**src/rtl/uart_motor_dispatch_if.sv**
```systemverilog
// UART byte link between the byte-level UART PHY and the motor command dispatcher.
// master: the UART PHY side (delivers received bytes, owns the transmitter busy flag).
// slave : the dispatcher side (consumes received bytes, requests transmissions).
interface uart_motor_dispatch_if;
  logic       rx_valid;
  logic [7:0] rx_data;
  logic       tx_start;
  logic [7:0] tx_data;
  logic       tx_busy;

  modport master (
    output rx_valid,
    output rx_data,
    input  tx_start,
    input  tx_data,
    output tx_busy
  );

  modport slave (
    input  rx_valid,
    input  rx_data,
    output tx_start,
    output tx_data,
    input  tx_busy
  );
endinterface

```
**src/rtl/uart_motor_dispatch.sv**
```systemverilog
// UART command dispatcher for a bank of stepper-motor channels.
// Parses 6-byte command packets (H, B1..B4, CK), loads per-channel divider/steps/direction,
// answers each packet with one ack/nak byte and answers a 1-byte status request with a
// pending/limit-switch snapshot. Partial packets are dropped after an idle timeout.
//
// Receive FSM
//   state   | meaning
//   RX_IDLE | waiting for a header byte (or a status request)
//   RX_PAY  | collecting the four payload bytes, B1 first
//   RX_CK   | waiting for the checksum byte
//   RX_EVAL | one cycle: check packet, load channel, queue reply
//
// Transmit FSM
//   state   | meaning
//   TX_IDLE | nothing to send
//   TX_WAIT | byte selected, waiting for the transmitter to go idle
//   TX_FIRE | tx_start high for this one cycle
//   TX_HOLD | give the transmitter up to two cycles to raise tx_busy
module uart_motor_dispatch #(
  parameter int NUM_CH      = 10,
  parameter int DIV_W       = 16,
  parameter int STEP_W      = 11,
  parameter int TIMEOUT_CYC = 262143
) (
  input  logic                     CLOCK_25,
  input  logic                     rst,
  uart_motor_dispatch_if.slave     uart,
  input  logic [NUM_CH-1:0]        ch_active,
  input  logic [NUM_CH-1:0]        term,
  output logic [NUM_CH*DIV_W-1:0]  cmd_div,
  output logic [NUM_CH*STEP_W-1:0] cmd_steps,
  output logic [NUM_CH-1:0]        cmd_dir,
  output logic [NUM_CH-1:0]        pending,
  output logic                     timeout_err
);

  localparam int P  = (NUM_CH + 4) / 5;  // status bytes per field
  localparam int NB = 2 * P;             // bytes in a status reply
  localparam int SW = 5 * P;             // padded snapshot width
  localparam int TW = $clog2(TIMEOUT_CYC + 1);

  typedef enum logic [1:0] {RX_IDLE, RX_PAY, RX_CK, RX_EVAL} rx_state_t;
  typedef enum logic [1:0] {TX_IDLE, TX_WAIT, TX_FIRE, TX_HOLD} tx_state_t;

  // receive path
  rx_state_t       rx_state_q, rx_state_d;
  logic [7:0]      hdr_q, hdr_d;
  logic [31:0]     w_q, w_d;
  logic [7:0]      ck_q, ck_d;
  logic [1:0]      pay_cnt_q, pay_cnt_d;
  logic [TW-1:0]   tmo_q, tmo_d;
  logic            tmo_err_q, tmo_err_d;
  logic            stat_req;
  logic            eval;

  // channel registers
  logic [DIV_W-1:0]  div_q   [NUM_CH];
  logic [DIV_W-1:0]  div_d   [NUM_CH];
  logic [STEP_W-1:0] steps_q [NUM_CH];
  logic [STEP_W-1:0] steps_d [NUM_CH];
  logic [NUM_CH-1:0] dir_q, dir_d;
  logic [NUM_CH-1:0] pend_q, pend_d;
  logic [NUM_CH-1:0] act_q;
  logic [NUM_CH-1:0] rise;
  logic              ch_ok, sel_pend, ck_ok, accept;

  // transmit path
  tx_state_t       tx_state_q, tx_state_d;
  logic [7:0]      tx_data_q, tx_data_d;
  logic [1:0]      hold_cnt_q, hold_cnt_d;
  logic            rep_vld_q, rep_vld_d;
  logic [7:0]      rep_q, rep_d;
  logic            stat_vld_q, stat_vld_d;
  logic [2:0]      stat_idx_q, stat_idx_d;
  logic            cur_stat_q, cur_stat_d;
  logic [SW-1:0]   pend_snap_q, pend_snap_d;
  logic [SW-1:0]   term_snap_q, term_snap_d;
  logic [7:0]      stat_byte;
  logic            pick;

  // Receive FSM and idle-timeout counter: next state
  always_comb begin
    rx_state_d = rx_state_q;
    hdr_d      = hdr_q;
    w_d        = w_q;
    ck_d       = ck_q;
    pay_cnt_d  = pay_cnt_q;
    tmo_d      = tmo_q;
    tmo_err_d  = 1'b0;
    stat_req   = 1'b0;
    eval       = 1'b0;

    if (uart.rx_valid) begin
      tmo_d = TW'(TIMEOUT_CYC);
    end else if (tmo_q != '0) begin
      tmo_d = tmo_q - 1'b1;
    end

    case (rx_state_q)
      RX_IDLE: begin
        if (uart.rx_valid) begin
          if (uart.rx_data[3:0] == 4'hF) begin
            stat_req = 1'b1;
          end else begin
            hdr_d      = uart.rx_data;
            pay_cnt_d  = 2'd0;
            rx_state_d = RX_PAY;
          end
        end
      end
      RX_PAY: begin
        if (uart.rx_valid) begin
          // shift in from the top so B1 ends up in the low byte
          w_d       = {uart.rx_data, w_q[31:8]};
          pay_cnt_d = pay_cnt_q + 2'd1;
          if (pay_cnt_q == 2'd3) rx_state_d = RX_CK;
        end else if (tmo_q == TW'(1)) begin
          rx_state_d = RX_IDLE;
          tmo_err_d  = 1'b1;
        end
      end
      RX_CK: begin
        if (uart.rx_valid) begin
          ck_d       = uart.rx_data;
          rx_state_d = RX_EVAL;
        end else if (tmo_q == TW'(1)) begin
          rx_state_d = RX_IDLE;
          tmo_err_d  = 1'b1;
        end
      end
      RX_EVAL: begin
        eval       = 1'b1;
        rx_state_d = RX_IDLE;
      end
      default: rx_state_d = RX_IDLE;
    endcase
  end

  // Receive FSM state register
  always_ff @(posedge CLOCK_25) begin
    if (rst) begin
      rx_state_q <= RX_IDLE;
      hdr_q      <= '0;
      w_q        <= '0;
      ck_q       <= '0;
      pay_cnt_q  <= '0;
      tmo_q      <= '0;
      tmo_err_q  <= 1'b0;
    end else begin
      rx_state_q <= rx_state_d;
      hdr_q      <= hdr_d;
      w_q        <= w_d;
      ck_q       <= ck_d;
      pay_cnt_q  <= pay_cnt_d;
      tmo_q      <= tmo_d;
      tmo_err_q  <= tmo_err_d;
    end
  end

  // Packet check: channel in range, checksum, and channel free
  always_comb begin
    ch_ok    = 1'b0;
    sel_pend = 1'b0;
    for (int c = 0; c < NUM_CH; c++) begin
      if (hdr_q[3:0] == 4'(c)) begin
        ch_ok    = 1'b1;
        sel_pend = pend_q[c];
      end
    end
  end

  assign ck_ok  = (ck_q == (hdr_q ^ w_q[7:0] ^ w_q[15:8] ^ w_q[23:16] ^ w_q[31:24]));
  assign accept = ck_ok & ch_ok & ~sel_pend;
  assign rise   = ch_active & ~act_q;

  // Channel registers: a take clears the slot, a same-cycle accept overrides it
  always_comb begin
    div_d   = div_q;
    steps_d = steps_q;
    dir_d   = dir_q;
    pend_d  = pend_q;
    for (int c = 0; c < NUM_CH; c++) begin
      if (rise[c]) begin
        pend_d[c]  = 1'b0;
        steps_d[c] = '0;
      end
      if (eval && accept && (hdr_q[3:0] == 4'(c))) begin
        div_d[c]   = w_q[DIV_W-1:0];
        steps_d[c] = w_q[DIV_W+STEP_W-1:DIV_W];
        dir_d[c]   = w_q[31];
        pend_d[c]  = 1'b1;
      end
    end
  end

  // Channel register bank and ch_active edge history
  always_ff @(posedge CLOCK_25) begin
    if (rst) begin
      for (int c = 0; c < NUM_CH; c++) begin
        div_q[c]   <= '0;
        steps_q[c] <= '0;
      end
      dir_q  <= '0;
      pend_q <= '0;
      act_q  <= '0;
    end else begin
      div_q   <= div_d;
      steps_q <= steps_d;
      dir_q   <= dir_d;
      pend_q  <= pend_d;
      act_q   <= ch_active;
    end
  end

  // Status byte k: pending field for k < P, limit-switch field after that
  always_comb begin
    stat_byte = '0;
    for (int k = 0; k < P; k++) begin
      if (stat_idx_q == 3'(k))     stat_byte = {3'(k), pend_snap_q[5*k +: 5]};
      if (stat_idx_q == 3'(P + k)) stat_byte = {3'(P + k), term_snap_q[5*k +: 5]};
    end
  end

  // Transmit FSM, reply latch and status latch: next state
  always_comb begin
    tx_state_d  = tx_state_q;
    tx_data_d   = tx_data_q;
    hold_cnt_d  = hold_cnt_q;
    rep_vld_d   = rep_vld_q;
    rep_d       = rep_q;
    stat_vld_d  = stat_vld_q;
    stat_idx_d  = stat_idx_q;
    cur_stat_d  = cur_stat_q;
    pend_snap_d = pend_snap_q;
    term_snap_d = term_snap_q;
    pick        = 1'b0;

    case (tx_state_q)
      TX_IDLE: pick = 1'b1;
      TX_WAIT: if (!uart.tx_busy) tx_state_d = TX_FIRE;
      TX_FIRE: begin
        tx_state_d = TX_HOLD;
        hold_cnt_d = 2'd0;
      end
      TX_HOLD: begin
        if (uart.tx_busy || (hold_cnt_q == 2'd1)) pick = 1'b1;
        else hold_cnt_d = hold_cnt_q + 2'd1;
      end
      default: tx_state_d = TX_IDLE;
    endcase

    // at every byte boundary a pending reply goes ahead of the status sequence
    if (pick) begin
      tx_state_d = TX_IDLE;
      cur_stat_d = 1'b0;
      if (rep_vld_q) begin
        tx_data_d  = rep_q;
        rep_vld_d  = 1'b0;
        tx_state_d = TX_WAIT;
      end else if (stat_vld_q) begin
        tx_data_d  = stat_byte;
        cur_stat_d = 1'b1;
        tx_state_d = TX_WAIT;
        if (stat_idx_q == 3'(NB - 1)) begin
          stat_vld_d = 1'b0;
          stat_idx_d = 3'd0;
        end else begin
          stat_idx_d = stat_idx_q + 3'd1;
        end
      end
    end

    // newest reply replaces one that has not been picked yet
    if (eval) begin
      rep_vld_d = 1'b1;
      rep_d     = {(accept ? 4'hA : 4'hE), hdr_q[3:0]};
    end

    if (stat_req && !stat_vld_q && !(cur_stat_q && (tx_state_q != TX_IDLE))) begin
      stat_vld_d  = 1'b1;
      stat_idx_d  = 3'd0;
      pend_snap_d = SW'(pend_q);
      term_snap_d = SW'(~term);
    end
  end

  // Transmit FSM state register and latches
  always_ff @(posedge CLOCK_25) begin
    if (rst) begin
      tx_state_q  <= TX_IDLE;
      tx_data_q   <= '0;
      hold_cnt_q  <= '0;
      rep_vld_q   <= 1'b0;
      rep_q       <= '0;
      stat_vld_q  <= 1'b0;
      stat_idx_q  <= '0;
      cur_stat_q  <= 1'b0;
      pend_snap_q <= '0;
      term_snap_q <= '0;
    end else begin
      tx_state_q  <= tx_state_d;
      tx_data_q   <= tx_data_d;
      hold_cnt_q  <= hold_cnt_d;
      rep_vld_q   <= rep_vld_d;
      rep_q       <= rep_d;
      stat_vld_q  <= stat_vld_d;
      stat_idx_q  <= stat_idx_d;
      cur_stat_q  <= cur_stat_d;
      pend_snap_q <= pend_snap_d;
      term_snap_q <= term_snap_d;
    end
  end

  for (genvar c = 0; c < NUM_CH; c++) begin : g_out
    assign cmd_div[c*DIV_W +: DIV_W]      = div_q[c];
    assign cmd_steps[c*STEP_W +: STEP_W] = steps_q[c];
  end

  // payload bits between the step field and the direction bit carry no meaning
  if (DIV_W + STEP_W < 31) begin : g_spare
    logic unused_w;
    assign unused_w = ^w_q[30:DIV_W+STEP_W];
  end

  assign cmd_dir       = dir_q;
  assign pending       = pend_q;
  assign timeout_err   = tmo_err_q;
  assign uart.tx_start = (tx_state_q == TX_FIRE);
  assign uart.tx_data  = tx_data_q;

endmodule

```
**src/flat_wrapper.sv**
```systemverilog
// flat-port wrapper written by rule: the top's interface ports become plain ports
module uart_motor_dispatch_flat 
#(
  parameter int NUM_CH      = 10,
  parameter int DIV_W       = 16,
  parameter int STEP_W      = 11,
  parameter int TIMEOUT_CYC = 262143
)
  (CLOCK_25, rst, ch_active, term, cmd_div, cmd_steps, cmd_dir, pending, timeout_err, uart_rx_valid, uart_rx_data, uart_tx_start, uart_tx_data, uart_tx_busy);
  uart_motor_dispatch_if uart_i ();
  input  logic CLOCK_25;
  input  logic rst;
  input  logic [NUM_CH-1:0] ch_active;
  input  logic [NUM_CH-1:0] term;
  output logic [NUM_CH*DIV_W-1:0] cmd_div;
  output logic [NUM_CH*STEP_W-1:0] cmd_steps;
  output logic [NUM_CH-1:0] cmd_dir;
  output logic [NUM_CH-1:0] pending;
  output logic timeout_err;
  input wire logic [$bits(uart_i.rx_valid)-1:0] uart_rx_valid;
  input wire logic [$bits(uart_i.rx_data)-1:0] uart_rx_data;
  output wire logic [$bits(uart_i.tx_start)-1:0] uart_tx_start;
  output wire logic [$bits(uart_i.tx_data)-1:0] uart_tx_data;
  input wire logic [$bits(uart_i.tx_busy)-1:0] uart_tx_busy;
  assign uart_i.rx_valid = uart_rx_valid;
  assign uart_i.rx_data = uart_rx_data;
  assign uart_tx_start = uart_i.tx_start;
  assign uart_tx_data = uart_i.tx_data;
  assign uart_i.tx_busy = uart_tx_busy;
  uart_motor_dispatch #(.NUM_CH(NUM_CH), .DIV_W(DIV_W), .STEP_W(STEP_W), .TIMEOUT_CYC(TIMEOUT_CYC)) u_core (.CLOCK_25(CLOCK_25), .rst(rst), .uart(uart_i), .ch_active(ch_active), .term(term), .cmd_div(cmd_div), .cmd_steps(cmd_steps), .cmd_dir(cmd_dir), .pending(pending), .timeout_err(timeout_err));
endmodule
```
**config.mk**
```make
export PLATFORM = sky130hd
export DESIGN_NAME = uart_motor_dispatch_flat
export DESIGN_NICKNAME = d
export VERILOG_FILES = /design/src/rtl/uart_motor_dispatch_if.sv /design/src/rtl/uart_motor_dispatch.sv /design/src/flat_wrapper.sv
export SDC_FILE = /design/constraint.sdc
export NUM_CORES = 1
export LEC_CHECK = 0
export ABC_AREA = 0
export CORE_MARGIN = 2
export CORE_UTILIZATION = 40
export CTS_BUF_LIST = sky130_fd_sc_hd__clkbuf_8
export DETAILED_ROUTE_END_ITERATION = 16
export PLACE_DENSITY = 0.71
export REMOVE_ABC_BUFFERS = 1
export SYNTH_ARGS = -nofsm -noshare
export SYNTH_HDL_FRONTEND = slang
export SYNTH_SLANG_ARGS = --single-unit
```
**constraint.sdc**
```tcl
create_clock -name CLOCK_25 -period 5 [get_ports CLOCK_25]
set_clock_uncertainty 0.05 [all_clocks]
set_input_delay 1.5 -clock CLOCK_25 [delete_from_list [all_inputs] [get_ports CLOCK_25]]
set_output_delay 1.5 -clock CLOCK_25 [all_outputs]
set_load 0.005 [all_outputs]
```
* After elaboration in Yosys (flattened, before gate mapping)
Index checks and enable logic that the tools add are counted.
** Storage, ports and cells
- Input port bits :: 32
- Word-level logic and storage cells :: 262
- Bits in writable memories :: 0
- Output and inout bits :: 300
- Latch bits :: 0
- Memories kept :: 0
- Flip-flop bits (word level) :: 417
- Memory bits (read-only) :: 0
** Cells by class
- Add/sub/neg operators :: 4
- Shift-type cells :: 0
- Bitwise logic cells :: 13
- $lt $le $gt $ge :: 0
- Eq/ne operators :: 30
- Reduce and logical (&&, ||, !) cells :: 53
- Multiplexer cells :: 104
- Multiply operators :: 0
- Div/mod/pow operators :: 0
** Operator list (count)
- $mux W11 :: 20
- $mux W1 :: 56
- $mux W18 :: 2
- $reduce_bool A2 Y1 :: 17
- $xor A8 B8 Y8 :: 4
- $mux W2 :: 13
- $mux W7 :: 3
- $not A10 Y10 :: 2
- $eq A18 B1 Y1 const B :: 1
- $reduce_bool A18 Y1 :: 1
- $sub A18 B1 Y18 const B :: 1
- $eq A4 B3 Y1 const B :: 4
- $mux W8 :: 2
- $logic_and A1 B1 Y1 :: 14
- $eq A4 B4 Y1 const B :: 3
- $pmux W2 S2 :: 3
- $reduce_and A2 Y1 :: 6
- $and A10 B10 Y10 :: 1
- $eq A2 B2 Y1 const B :: 5
- $ne A2 B2 Y1 const B :: 5
- $reduce_and A3 Y1 :: 3
- $eq A4 B2 Y1 const B :: 2
- $eq A8 B8 Y1 :: 1
- $pmux W2 S4 :: 1
- 21 further kinds :: 34

* Logic depth before layout (Yosys ltp)
Gate-level depths: netlist of run 1.
- Depth in word-level cells :: 16
- Gate-level depth with buffers :: 11
- Depth with buffers taken out :: 8

* Worst setup path before layout of run 1
OpenSTA, ideal clock, no wires.
- Path kind :: in2reg
- Start :: input port uart_rx_valid
- End :: register u_core.term_snap_q[0]
- Setup time :: 0.086 ns
- Arrival :: 2.894 ns
- Path buffers :: 2
- Stages on the path :: 6
- Slack :: 1.971 ns
- Required time :: 4.864 ns
- Cell sequence :: clkbuf_1 nand2_1 nor4_1 clkbuf_1 nor2_1 a211oi_1
** On the way
- Word-level cells in the longest chain between the ends :: 4
** RTL lines
- from (decl) :: line flat_wrapper.sv:20 : input wire logic [$bits(uart_i.rx_valid)-1:0] uart_rx_valid;
- $mux W1 :: line uart_motor_dispatch.sv:101 : if (uart.rx_valid) begin
- $mux W1 :: line uart_motor_dispatch.sv:99 : case (rx_state_q)
- $logic_and A1 B1 Y1 (2 in series) :: line uart_motor_dispatch.sv:279 : if (stat_req && !stat_vld_q && !(cur_stat_q && (tx_state_q != TX_IDLE))) begin
- to (signal assigned) :: line uart_motor_dispatch.sv:310 : term_snap_q <= term_snap_d;
- to (decl) :: line uart_motor_dispatch.sv:77 : logic [SW-1:0] term_snap_q, term_snap_d;
Every way passes these cells.
A chain may end at the register's enable or synchronous reset.

* Worst setup path in the final report of run 1
- Start :: register u_core.hdr_q[0]
- End :: register u_core.div_q, in the netlist u_core.cmd_div[62]
** On the way
- Word-level cells in the longest chain between the ends :: 15
- Elaborated cells on any way between the ends :: 40
- Those cells by class :: 10 x eq/ne; 20 x mux; 7 x bitwise; 3 x reduce/logical
** RTL lines
- from (decl) :: line uart_motor_dispatch.sv:47 : logic [7:0] hdr_q, hdr_d;
- from (signal assigned) :: line uart_motor_dispatch.sv:151 : hdr_q <= hdr_d;
- $logic_not A4 Y1 :: line uart_motor_dispatch.sv:165 : if (hdr_q[3:0] == 4'(c)) begin
- $mux W1 (10 in series) :: line uart_motor_dispatch.sv:165
- $and A1 B1 Y1 or $not A1 Y1 (tied branches) :: line uart_motor_dispatch.sv:173 : assign accept = ck_ok & ch_ok & ~sel_pend;
- $and A1 B1 Y1 :: line uart_motor_dispatch.sv:173
- $logic_and A1 B1 Y1 :: line uart_motor_dispatch.sv:187 : if (eval && accept && (hdr_q[3:0] == 4'(c))) begin
- $logic_and A1 B1 Y1 * :: line uart_motor_dispatch.sv:187
- to (signal assigned) :: line uart_motor_dispatch.sv:207 : div_q <= div_d;
- to (decl) :: line uart_motor_dispatch.sv:57 : logic [DIV_W-1:0] div_q [NUM_CH];
Every way passes the cells marked *; elsewhere a longest branch is shown, timed or not.

==> results of run 1 <==
[final cells by class]
class                   count  area, µm²
clock inverters            33        243
diodes                      4       10.0
repair buffers            352       3500
fillers                  3743      19300
multi-input cells        1119       7530
well taps                 532        666
inverters                  30        113
clock buffers              83       1140
flip-flops and latches    415       8310
[power by group through the flow]
stage | sequential (mW) | combinational, mW | clock [mW]
floorplan | 3.44 | 0.224 | 0
CTS | 3.38 | 0.368 | 3.13
finish | 3.39 | 0.368 | 3.04
detailed placement | 3.46 | 0.367 | 0
global route | 3.39 | 0.406 | 3.27
global placement | 3.45 | 0.357 | 0
[kinds of logic (layout without fill, tap and decap cells)]
kind of cell / Yosys count / in the layout
AND/OR/NAND/NOR: 599 / 599
AO/OA/AOI/OAI: 182 / 182
XOR/XNOR: 46 / 46
flip-flops: 415 / 415
buffers and inverters: 168 / 498
other: 0 / 4
multiplexers: 275 / 275
adder cells (fa/ha/maj): 17 / 17
[routing by layer]
layer,share of wire,vias to the layer above
met3,0.057,60
met5,0,-
li1,-,6214
met4,0.024,0
met1,0.44,6195
met2,0.48,358
[state kept, by name (all words and copies together) (netlist names)]
name / count
u_core.act_q: 10
u_core.ck_q: 8
u_core.cmd_dir: 10
u_core.cmd_div: 160
u_core.cmd_steps: 110
u_core.cur_stat_q: 1
u_core.hdr_q: 8
u_core.hold_cnt_q: 2
u_core.pay_cnt_q: 2
u_core.pend_snap_q: 10
u_core.pending: 10
u_core.rep_q: 6
u_core.rep_vld_q: 1
u_core.rx_state_q: 2
u_core.stat_idx_q: 3
u_core.stat_vld_q: 1
u_core.term_snap_q: 10
u_core.timeout_err: 1
u_core.tmo_q: 18
u_core.tx_state_q: 2
u_core.uart.tx_data: 8
u_core.w_q: 32
[worst max-delay path: stages (launching register included)]
cell and delay [ps]:
dfxtp_1 640, mux4_2 580, nor2b_1 150, nor3_1 180, o21ai_1 280, or4_2 1250, mux2i_1 260
[worst paths after layout]
| path | to | startpoint | slack [ps] |
|---|---|---|---|
| worst max-delay path | u_core.cmd_div[62]$_SDFFE_PP0P_ | u_core.hdr_q[0]$_SDFFE_PP0P_ | 1400 |
| worst min-delay path | u_core.w_q[22]$_SDFFE_PP0P_ | u_core.w_q[30]$_SDFFE_PP0P_ | 390 |
| worst max register to register | u_core.cmd_div[62]$_SDFFE_PP0P_ | u_core.hdr_q[0]$_SDFFE_PP0P_ | 1400 |
| worst min register to register | u_core.w_q[22]$_SDFFE_PP0P_ | u_core.w_q[30]$_SDFFE_PP0P_ | 390 |
[Yosys cell counts, types with 2 or more instances]
master,number
nor3b_1,2
a211oi_1,13
dfxtp_1,415
nand2b_1,186
buf_1,34
xnor3_1,8
nand3_1,25
nand3b_1,10
a311oi_1,5
a21boi_0,5
nor3_1,21
o21ba_2,3
inv_1,29
nand4_1,2
nand4b_1,2
or3_1,5
buf_2,20
buf_4,5
nor2_1,87
or2_2,2
ha_1,17
a21oi_1,100
nor4b_1,2
xor2_1,8
or4_1,5
xnor2_1,30
a221oi_1,4
a21o_1,5
nor4_1,3
nand2_1,227
nor2b_1,13
clkbuf_1,75
buf_6,4
o21ai_1,2
o21ai_0,36
mux2i_1,273
[through the flow]
stage | utilization | instance area (µm²) | cells | total power, mW | TNS, ps
floorplan | - | 15900 | 1564 | 3.67 | -30450
global placement | 0.493 | 20100 | 2448 | 3.81 | 0
detailed placement | 0.493 | 20100 | 2448 | 3.82 | 0
CTS | 0.527 | 21500 | 2564 | 6.89 | 0
global route | 0.527 | 21500 | 2565 | 7.07 | 0
finish | 0.527 | 21500 | 2568 | 6.79 | 0
==> reports/qor.txt, run 1 <==
status: complete, no violations
simple-gate share of the synthesized area: 0.179
most common cell after layout, fill and taps aside: dfxtp_1
Initial Utilization: 0.404
mapped cell area: 16500 µm²
Pins Over Slew Limit: 0
crit share post-route: 0.720
GRT Overall Usage: 0.212
Internal: 5.17 mW
highest-count cells in the layout ignoring fill and taps: 415 x dfxtp_1, 330 x clkdlybuf4s50_1, 273 x mux2i_1
PwrDens: 316 nW/µm²
RSZ-0062 raised after global routing: false
CTS Sinks: 415
commonest register cell after synthesis: dfxtp_1
largest net degree at the start of global routing: 131
share of the synthesized area in the top cell type: 0.503
P_sw: 1.63 mW
Max Freq: 278 MHz
initial antenna violation count: 4
Synth Area in Adders: 0.0129
root buffer cell: clkbuf_8
hpwl dp: 31600 µm
setup ws final: 1400 ps
# setup viols final: 0
Worst slew margin: 0.224
Critical Path End Type: register
H-tree depth: 3
Die H: 207 µm
IO Count: 332
mux cell area share after synthesis: 0.168
Post-Synth XOR/XNOR Area: 0.0311
Layout Nets: 2040
vias per inst: 4.99
Wirelength per Cell: 18.2 µm
drt pass-1 iters: 7
synth top area cells: dfxtp_1 50%, mux2i_1 17%, nand2b_1 7.0%, nand2_1 5.2%, a21oi_1 3.0%
max-cap check violation count: 0
setup bufs post-CTS: 0
Global Route met1 Usage: 0.267
Peak VDD IR: 218 µV
WHS: 387 ps
Post-synth EDFFs: 0
post-route ant nets: 0
Cell variety after synth: 55
Reg2Reg Depth: 6
share of power burned in registers: 0.499
CTS tree: done
Placeable Area: 40800 µm²
Clock Tree Buf Depth: 3
dpl ws: 1380 ps
Routability Congestion: 0.825
leading area contributor after synthesis: dfxtp_1
CTS Buf Count: 73
met3 usage: 0.0503
leakage: 8.58 nW
I/O Buffers: 331
Layout area overhead: 30.3%
hold_buf cts: 0
global route total overflow: 0
syn_area_per_cell: 9.70 µm²
Top Usage Layer GRT: met2
FF+latch count, synth: 415
vias in the first global route: 12700
main combinational cell family by area after synthesis: simple AND/OR/NAND/NOR gates
hold-critical path depth: 2
first-pass GRT wire length: 72100 µm
Iter 0 DRT Violations: 627
PostCTS Resize Cnt: 0
Worst EP arrival: 3980 ps
asr flop ratio synth: 0
Req. time, crit path: 5380 ps
sw frac: 0.239
die width: 207 µm
class of the worst hold path: register to register
Mapped Cells: 1702
crit path kind: register to register
met2 usage: 0.354
crit path max fanout: 29
Seq/Total Area, Yosys: 0.503
minimum clock period: 3600 ps
DRC: 0
Fin. Hold Viols: 0
layout cells sized above 1: 0.0704
# rows: 74
clock latency on the worst-skew pair: 630 ps
die area: 42900 µm²
clk slew on worst S/H paths: 60 ps
routed via count: 12800
clock power share: 0.447
Least-Margin Pin Slew: 1160 ps
proportion of power drawn by combinational gates: 0.054
Synth Area in Compound Gates: 0.0633
Total Routed Length: 46800 µm
Synth Warn #: 0
Worst setup SP type: register
Power figures use the tool's default switching activity.
==> inputs of run 2 (changes only) <==
==> constraint.sdc (replaced) <==
create_clock -name CLOCK_25 -period 3.75 [get_ports CLOCK_25]
set_clock_uncertainty 0.05 [all_clocks]
set_input_delay 1.125 -clock CLOCK_25 [delete_from_list [all_inputs] [get_ports CLOCK_25]]
set_output_delay 1.125 -clock CLOCK_25 [all_outputs]
set_load 0.005 [all_outputs]
==> run 2 against run 1 <==
  * First-iteration DRC count shrank 4.8%
  * Register-to-register slack lost 1000 ps
  * Power rose by 35%
  * Highest routed layer is now met5
  * Via count grew 0.62%
  * Non-clock buffer count increased by 12
  * Worst setup slack worse by 1000 ps
  * Clock-buffer cell count up 6
  * Sequential cell count is the same
  * Sequential power is 33% higher
  * Utilization up 0.45 points
  * Cell count increased by 0.62%
  * Combinational power is 36% higher
==> reports/qor.txt, run 2 (same netlist as run 1, synthesis figures left out) <==
status: complete, no violations
Req. time, crit path: 4160 ps
drt pass-1 iters: 5
Critical Path End Type: register
Max Freq: 295 MHz
largest net degree at the start of global routing: 86
Layout Nets: 2050
highest-count cells in the layout ignoring fill and taps: 415 x dfxtp_1, 330 x clkdlybuf4s50_1, 273 x mux2i_1
CTS Buf Count: 71
Layout area overhead: 31.4%
CTS Sinks: 415
setup bufs post-CTS: 0
Initial Utilization: 0.404
Worst EP arrival: 3800 ps
initial antenna violation count: 4
most common cell after layout, fill and taps aside: dfxtp_1
crit path max fanout: 17
H-tree depth: 3
PostCTS Resize Cnt: 0
Wirelength per Cell: 18.5 µm
global route total overflow: 0
GRT Overall Usage: 0.218
Largest register FFs: 160
IO Count: 332
Pins Over Slew Limit: 0
layout cells sized above 1: 0.0766
Worst slew margin: 0.225
Clock Tree Buf Depth: 3
DRC: 0
max-cap check violation count: 0
hold_buf cts: 0
die area: 42900 µm²
vias in the first global route: 12800
clk slew on worst S/H paths: 70 ps
Iter 0 DRT Violations: 597
routed via count: 12900
vias per inst: 4.99
Worst setup SP type: register
hpwl dp: 32600 µm
leakage: 8.71 nW
I/O Buffers: 331
post-route ant nets: 0
# setup viols final: 0
Least-Margin Pin Slew: 1160 ps
Cell Chain, Critical Path: mux4_2 -> nor2b_1 -> nor3_1 -> o21ai_1 -> or4_2 -> buf_4 -> mux2i_1
Worst path max stage delay: 830 ps
Cells after DPL: 2460
CTS tree: done
class of the worst hold path: register to register
first-pass GRT wire length: 74200 µm
Peak VDD IR: 225 µV
fin cells: 2584
Fin. Hold Viols: 0
die width: 207 µm
sum of negative setup slack: 0 ps
Total Routed Length: 47800 µm
Die H: 207 µm
crit share post-route: 0.904
minimum clock period: 3390 ps
PwrDens: 424 nW/µm²
clock latency on the worst-skew pair: 620 ps
root buffer cell: clkbuf_8
Slowest-stage cell, CP: or4_2
Routability Congestion: 0.824
RSZ-0062 raised after global routing: false
Placeable Area: 40800 µm²
crit path kind: register to register
# rows: 74
## run 2: changes by cell type in the layout (fill, tap and decap cells not counted)
cell / before / now
buf_4: 19 / 28
clkbuf_8: 84 / 90
buf_12: 2 / 5
clkinv_2: 7 / 8
clkinvlp_4: 5 / 1
diode_2: 4 / 2
inv_8: 1 / 0
inv_1: 45 / 49
## run 2: report_power, final
part | leakage (nW) | total, mW | internal, mW | switching [mW]
Sequential | 3.35 | 4.51 | 4.46 | 0.0512
Clock | 0.825 | 4.18 | 2.34 | 1.85
Combinational | 4.53 | 0.501 | 0.212 | 0.288
Total | 8.71 | 9.19 | 7.01 | 2.18
## run 2: path summary, 6_finish.rpt
kind | start | endpoint | slack, ps | depth (start not counted)
worst max-delay path | u_core.hdr_q[0]$_SDFFE_PP0P_ | u_core.cmd_div[26]$_SDFFE_PP0P_ | 360 | 7
worst max register to register | u_core.hdr_q[0]$_SDFFE_PP0P_ | u_core.cmd_div[26]$_SDFFE_PP0P_ | 360 | 7
worst min-delay path | u_core.cmd_steps[11]$_SDFFE_PP0P_ | u_core.cmd_steps[11]$_SDFFE_PP0P_ | 400 | 2
worst min register to register | u_core.cmd_steps[11]$_SDFFE_PP0P_ | u_core.cmd_steps[11]$_SDFFE_PP0P_ | 400 | 2
## run 2: worst max-delay path, delay by kind of cell (launching register included)
kind / cells / cell delay [ps]
flops: 1 / 640
mux: 2 / 750
simple gates: 3 / 1150
buf+inv: 1 / 330
compound gates: 1 / 290
## run 2: metrics by stage
step	worst slack, ps	utilization	instance area, µm²	hold WS, ps	power, mW
floorplan	-2340	-	15900	376	4.89
global placement	538	0.496	20200	387	5.09
detailed placement	416	0.496	20200	392	5.10
CTS	385	0.531	21700	402	9.30
global route	220	0.531	21700	425	9.53
finish	361	0.531	21700	401	9.19
## run 2: layout make-up
| cell class | count | area, µm² |
|---|---|---|
| antenna | 2 | 5.00 |
| clock buffer | 89 | 1220 |
| clock inverter | 33 | 221 |
| fill | 3693 | 19100 |
| inverter | 30 | 113 |
| multi-input combinational | 1119 | 7530 |
| sequential | 415 | 8310 |
| tap | 532 | 666 |
| timing repair buffer | 364 | 3630 |
## run 2: layer usage
metal | vias to the layer above | routed length, µm | GRT usage
met2 | 352 | 22800 | 0.363
met5 | - | 30 | 0
met4 | 4 | 1230 | 0.0768
met3 | 86 | 2780 | 0.0541
met1 | 6200 | 20900 | 0.274
li1 | 6264 | - | -
